<file path="config.mk">
export PLATFORM = sky130hd
export DESIGN_NAME = mem_port_arbiter
export DESIGN_NICKNAME = d
export VERILOG_FILES = /design/src/rtl/mem_port_arbiter.sv
export SDC_FILE = /design/constraint.sdc
export NUM_CORES = 1
export LEC_CHECK = 0
export ABC_AREA = 1
export ABC_CLOCK_PERIOD_IN_PS = 6000
export CORE_ASPECT_RATIO = 1.1
export CORE_MARGIN = 5
export CORE_UTILIZATION = 25
export DETAILED_ROUTE_END_ITERATION = 6
export PLACE_DENSITY_LB_ADDON = 0.2
export SETUP_SLACK_MARGIN = 0.4
export SLEW_MARGIN = 20
export SYNTH_ARGS = -nofsm -noshare
export SYNTH_HDL_FRONTEND = slang
export SYNTH_SLANG_ARGS = --single-unit
</file>
<file path="constraint.sdc">
create_clock -name clk -period 6 [get_ports clk]
set_clock_uncertainty 0.15 [all_clocks]
set_input_delay 0.6 -clock clk [delete_from_list [all_inputs] [get_ports clk]]
set_output_delay 0.6 -clock clk [all_outputs]
set_load 0.03 [all_outputs]
</file>
<file path="src/rtl/mem_port_arbiter.sv">
// mem_port_arbiter
// Shares one single-ported memory between an instruction-fetch requester and
// a data (load/store) requester. Data requests normally win a collision, but
// after STARVE_LIMIT consecutive data grants with a fetch waiting, the fetch
// is granted. Each access keeps the port busy for LATENCY cycles, followed
// by one DONE cycle that carries the ready pulse.
//
// Ports:
//   clk, reset                  clock, asynchronous active-high reset
//   if_req, if_addr             fetch request and address
//   if_rdata, if_ready          fetched word, one-cycle completion pulse
//   dm_req, dm_we, dm_addr,     data request: 1 = store / 0 = load, address,
//   dm_wdata                    store data
//   dm_rdata, dm_ready          load result, one-cycle completion pulse
//   mem_en, mem_we, mem_addr,   shared memory port (registered)
//   mem_wdata, mem_rdata        mem_rdata is valid in the last busy cycle
//   stall_if, stall_pipe        requester stalls (req held, no ready yet)
module mem_port_arbiter #(
  parameter int unsigned LATENCY      = 2,
  parameter int unsigned STARVE_LIMIT = 4
) (
  input  logic        clk,
  input  logic        reset,
  input  logic        if_req,
  input  logic [31:0] if_addr,
  output logic [31:0] if_rdata,
  output logic        if_ready,
  input  logic        dm_req,
  input  logic        dm_we,
  input  logic [31:0] dm_addr,
  input  logic [31:0] dm_wdata,
  output logic [31:0] dm_rdata,
  output logic        dm_ready,
  output logic        mem_en,
  output logic        mem_we,
  output logic [31:0] mem_addr,
  output logic [31:0] mem_wdata,
  input  logic [31:0] mem_rdata,
  output logic        stall_if,
  output logic        stall_pipe
);

  typedef enum logic [1:0] {
    IDLE    = 2'd0,
    BUSY_IF = 2'd1,
    BUSY_DM = 2'd2,
    DONE    = 2'd3
  } state_t;

  localparam logic [3:0] BUSY_LOAD  = 4'(LATENCY - 1);
  localparam logic [3:0] STREAK_MAX = 4'(STARVE_LIMIT);

  state_t      state_r;
  state_t      state_next_s;
  logic        grant_if_s;
  logic        grant_dm_s;
  logic        busy_last_s;
  logic [3:0]  busy_cnt_r;
  logic [3:0]  streak_r;
  logic        mem_en_r;
  logic        mem_we_r;
  logic [31:0] mem_addr_r;
  logic [31:0] mem_wdata_r;
  logic [31:0] if_rdata_r;
  logic [31:0] dm_rdata_r;
  logic        if_ready_r;
  logic        dm_ready_r;

  // Next-state and grant decode.
  always_comb begin
    state_next_s = state_r;
    grant_if_s   = 1'b0;
    grant_dm_s   = 1'b0;
    busy_last_s  = 1'b0;
    case (state_r)
      IDLE: begin
        if (if_req && dm_req) begin
          // Data wins collisions until the fetch has been passed over
          // STARVE_LIMIT times in a row.
          if (streak_r == STREAK_MAX) begin
            grant_if_s = 1'b1;
          end else begin
            grant_dm_s = 1'b1;
          end
        end else if (if_req) begin
          grant_if_s = 1'b1;
        end else if (dm_req) begin
          grant_dm_s = 1'b1;
        end else begin
          grant_if_s = 1'b0;
        end
        if (grant_if_s) begin
          state_next_s = BUSY_IF;
        end else if (grant_dm_s) begin
          state_next_s = BUSY_DM;
        end else begin
          state_next_s = IDLE;
        end
      end
      BUSY_IF, BUSY_DM: begin
        if (busy_cnt_r == 4'd0) begin
          busy_last_s  = 1'b1;
          state_next_s = DONE;
        end else begin
          state_next_s = state_r;
        end
      end
      DONE:    state_next_s = IDLE;
      default: state_next_s = IDLE;
    endcase
  end

  // State register.
  always_ff @(posedge clk or posedge reset) begin
    if (reset) begin
      state_r <= IDLE;
    end else begin
      state_r <= state_next_s;
    end
  end

  // Memory port, busy counter, read-data capture and ready pulses.
  always_ff @(posedge clk or posedge reset) begin
    if (reset) begin
      mem_en_r    <= 1'b0;
      mem_we_r    <= 1'b0;
      mem_addr_r  <= 32'h0000_0000;
      mem_wdata_r <= 32'h0000_0000;
      busy_cnt_r  <= 4'd0;
      if_rdata_r  <= 32'h0000_0000;
      dm_rdata_r  <= 32'h0000_0000;
      if_ready_r  <= 1'b0;
      dm_ready_r  <= 1'b0;
    end else begin
      if_ready_r <= busy_last_s && (state_r == BUSY_IF);
      dm_ready_r <= busy_last_s && (state_r == BUSY_DM);
      if (grant_if_s) begin
        mem_en_r    <= 1'b1;
        mem_we_r    <= 1'b0;
        mem_addr_r  <= if_addr;
        mem_wdata_r <= 32'h0000_0000;
        busy_cnt_r  <= BUSY_LOAD;
      end else if (grant_dm_s) begin
        mem_en_r    <= 1'b1;
        mem_we_r    <= dm_we;
        mem_addr_r  <= dm_addr;
        mem_wdata_r <= dm_wdata;
        busy_cnt_r  <= BUSY_LOAD;
      end else if (busy_last_s) begin
        mem_en_r <= 1'b0;
        mem_we_r <= 1'b0;
        if (state_r == BUSY_IF) begin
          if_rdata_r <= mem_rdata;
        end else if (!mem_we_r) begin
          dm_rdata_r <= mem_rdata;
        end
      end else if (mem_en_r) begin
        busy_cnt_r <= busy_cnt_r - 4'd1;
      end
    end
  end

  // Count data grants that bypassed a waiting fetch; saturates at the limit.
  always_ff @(posedge clk or posedge reset) begin
    if (reset) begin
      streak_r <= 4'd0;
    end else if (grant_if_s) begin
      streak_r <= 4'd0;
    end else if (grant_dm_s) begin
      if (!if_req) begin
        streak_r <= 4'd0;
      end else if (streak_r < STREAK_MAX) begin
        streak_r <= streak_r + 4'd1;
      end
    end
  end

  assign mem_en     = mem_en_r;
  assign mem_we     = mem_we_r;
  assign mem_addr   = mem_addr_r;
  assign mem_wdata  = mem_wdata_r;
  assign if_rdata   = if_rdata_r;
  assign dm_rdata   = dm_rdata_r;
  assign if_ready   = if_ready_r;
  assign dm_ready   = dm_ready_r;
  assign stall_if   = if_req & ~if_ready_r;
  assign stall_pipe = dm_req & ~dm_ready_r;

endmodule
</file>
==> flow_summary.toml <==
[final_layout]
multiInputGateArea_um2 = 1910
final_net_count = 1049
drive_gt1_share_pct = 4.98
syn2layout_area_growth_pct = 60.1
final_util_pct = 40.8
seqCellArea_um2 = 3550
insertedDiodeCount = 0
fill_cells = 2329

[power_and_ir_drop]
switchingPower_w = 0.00228
cellPowerDensity_nw_per_um2 = 569
p_seq_share_pct = 30.4
p_leak_nw = 4.36
fin_total_pwr_w = 0.00533
ir_worst_vdd_mv = 0.216
combPwrFrac_pct = 49.7
sw_frac_of_total_pct = 42.8
pwr-share-clk_pct = 19.9
p_int_w = 0.00305

[floorplan]
die_w_um = 156
coreArea_um2 = 22900
die_h_um = 170
start_util_pct = 25.5
rows = 58
die-area_um2 = 26600
io_pins = 267

[place]
io_buffers = 266
dpl.hpwl_mm = 13.2
gp_congestion = 0.766
dpl_worst_slack_ns = 2.87

[synth]
synth.distinct_cells = 21
synth.avg_cell_area_um2 = 8.92
syn_nets = 795
ys_seq_area_share_pct = 60.7
ys_ff_latch = 142
netlist_instances = 656
yosysWarnings = 0
syn_area_um2 = 5850

[grt]
grt_overflow = 0
grt_pass1_wl_mm = 29.8
grt_usage_pct = 14.1
grt_max_degree = 100
grt_pass1_vias = 5284
antenna_found_initial = 1

[sta]
hold_viol = 0
slew_headroom_pct = 31.1
fin_setup_tns_ns = 0
worst_pin_slew_ns = 1.03
rsz0062_at_grt = "false"
period_minus_slack_ns = 2.81
final_max_slew_viol_count = 0
fin_crit_sh_pct = 46.8
max_freq_mhz = 356
layout_setup_ws_ns = 3.19
setup_viol = 0

[setup_path]
startpoint_type = "primary input"
r2r-end = "if_rdata[27]$_DFFE_PP0P_"
r2r-start = "state_r[0]$_DFFE_PP0P_"
r2r_slack_ns = 3.48
crit_type = "primary input to output port"
reg2reg_depth = 10
crit_arrival_ns = 2.06
crit_start = "if_req"
required_ns = 5.25
cp-end-kind = "output port"
critPathMaxFanout = 7

[cts]
cts_max_level = 4
clockBufferDepth = 2
ctsRootBufferMaster = "clkbuf_16"
postCtsHoldBufs = 0
cts_tree = "yes"
clock_sink_count = 142
cts_buffers = 17
post_cts_resized = 0
postCtsSetupRepairBufs = 0
clk_pin_slew_ns = 0.06
clk_latency_ns = 0.41

[run]
maxCapViolations = 0

[drt]
wl_mm = 19.0
ant_nets = 0
drt_pass1_iterations = 4
drtIter0Drc = 248
via_per_inst = 4.29
drc = 0
vias = 5244
wl_per_cell_um = 15.5

[status]
status = "complete, no violations"

[hold_path]
hold_start = "mem_wdata[22]$_DFFE_PP0P_"
hold_class = "flip-flop to flip-flop"
hold-path-cell-count = 2
min_to = "mem_wdata[22]$_DFFE_PP0P_"
state kept, by name, summed over array words and instances (netlist names):
signal	count
dm_rdata	32
if_rdata	32
mem_addr	32
mem_wdata	32
busy_cnt_r	4
streak_r	4
state_r	2
dm_ready	1
if_ready	1
mem_en	1
mem_we	1
metal layers:
| layer | global-route usage, % | share of wire, % |
|---|---|---|
| met3 | 7.40 | 14 |
| met1 | 18.9 | 44 |
| met2 | 20.2 | 42 |
| met4 | 3.35 | 0.72 |
| met5 | 0 | 0.037 |
cells by family after synthesis:
group | after synthesis | synth area share (%)
AO/OA/AOI/OAI | 76 | 6.55
flip-flops | 142 | 60.7
adder cells (fa/ha/maj) | 6 | 1.28
buffers and inverters | 93 | 6.55
AND/OR/NAND/NOR | 339 | 24.9
power by group through the flow:
| stage | Sequential (W) | Combinational, W | Clock [W] |
|---|---|---|---|
| after detailed placement | 0.00163 | 0.00269 | 0 |
| after CTS | 0.00162 | 0.00269 | 0.00110 |
| final | 0.00162 | 0.00265 | 0.00106 |
| after global placement | 0.00162 | 0.00268 | 0 |
| after global routing | 0.00169 | 0.00286 | 0.00115 |
| after floorplan | 0.00242 | 0.000726 | 0 |
layout by cell type, fill, tap and decap left out, types with 2 or more instances in the layout:
cell type	count
nand4_1	2
clkdlybuf4s50_1	266
o21ai_1	64
clkinv_4	5
ha_1	6
nand2_1	218
buf_4	4
nor2_1	6
inv_6	6
dfrtp_1	142
inv_1	52
nand3_1	107
clkbuf_16	17
o21ai_0	7
clkbuf_8	3
inv_2	4
a21oi_1	4
worst max-delay path, stage by stage:
cell	delay, ns
clkdlybuf4s50_1	0.61
inv_1	0.07
nor2_1	0.09
clkdlybuf4s50_1	0.69
cell usage after synthesis (all sizes together):
cell	n	area, um2
a21oi	4	20.0
buf	30	146
clkbuf	6	22.5
dfrtp	142	3550
ha	6	75.1
inv	57	214
nand2	219	825
nand3	107	536
nand3b	1	7.51
nand4	3	33.8
nor2	8	48.8
nor3	1	5.00
o21ai	71	355
o31ai	1	7.51
how the worst max path moves through the flow:
| stage | end | slack (ns) | cells after the start |
|---|---|---|---|
| 2_1_floorplan | busy_cnt_r[0]$_DFFE_PP0P_ | 1.44 | 1 |
| 3_3_place_gp | if_rdata[18]$_DFFE_PP0P_ | 2.91 | 9 |
| 3_5_place_dp | mem_addr[0]$_DFFE_PP0P_ | 2.87 | 5 |
| 4_1_cts | stall_if | 3.18 | 4 |
| 5_1_grt | if_rdata[28]$_DFFE_PP0P_ | 3.11 | 9 |
| 6_report | stall_if | 3.19 | 4 |
cell type report:
type,count,area share [%]
clock buffer,20,4.98
clock inverter,12,1.34
inverter,57,2.34
multi-input combinational,421,20.4
sequential,142,37.9
tap,300,4.01
timing repair buffer,271,29.0
through the flow:
| stage | cells | hold WS, ns | area [um2] |
|---|---|---|---|
| after floorplan | 656 | 0.317 | 5850 |
| after CTS | 1223 | 0.333 | 9370 |
| after detailed placement | 1191 | 0.315 | 8770 |
| after global routing | 1223 | 0.352 | 9370 |
| final | 1223 | 0.329 | 9370 |
| after global placement | 1191 | 0.312 | 8770 |
No activity file was read; power rests on OpenSTA's default activity.
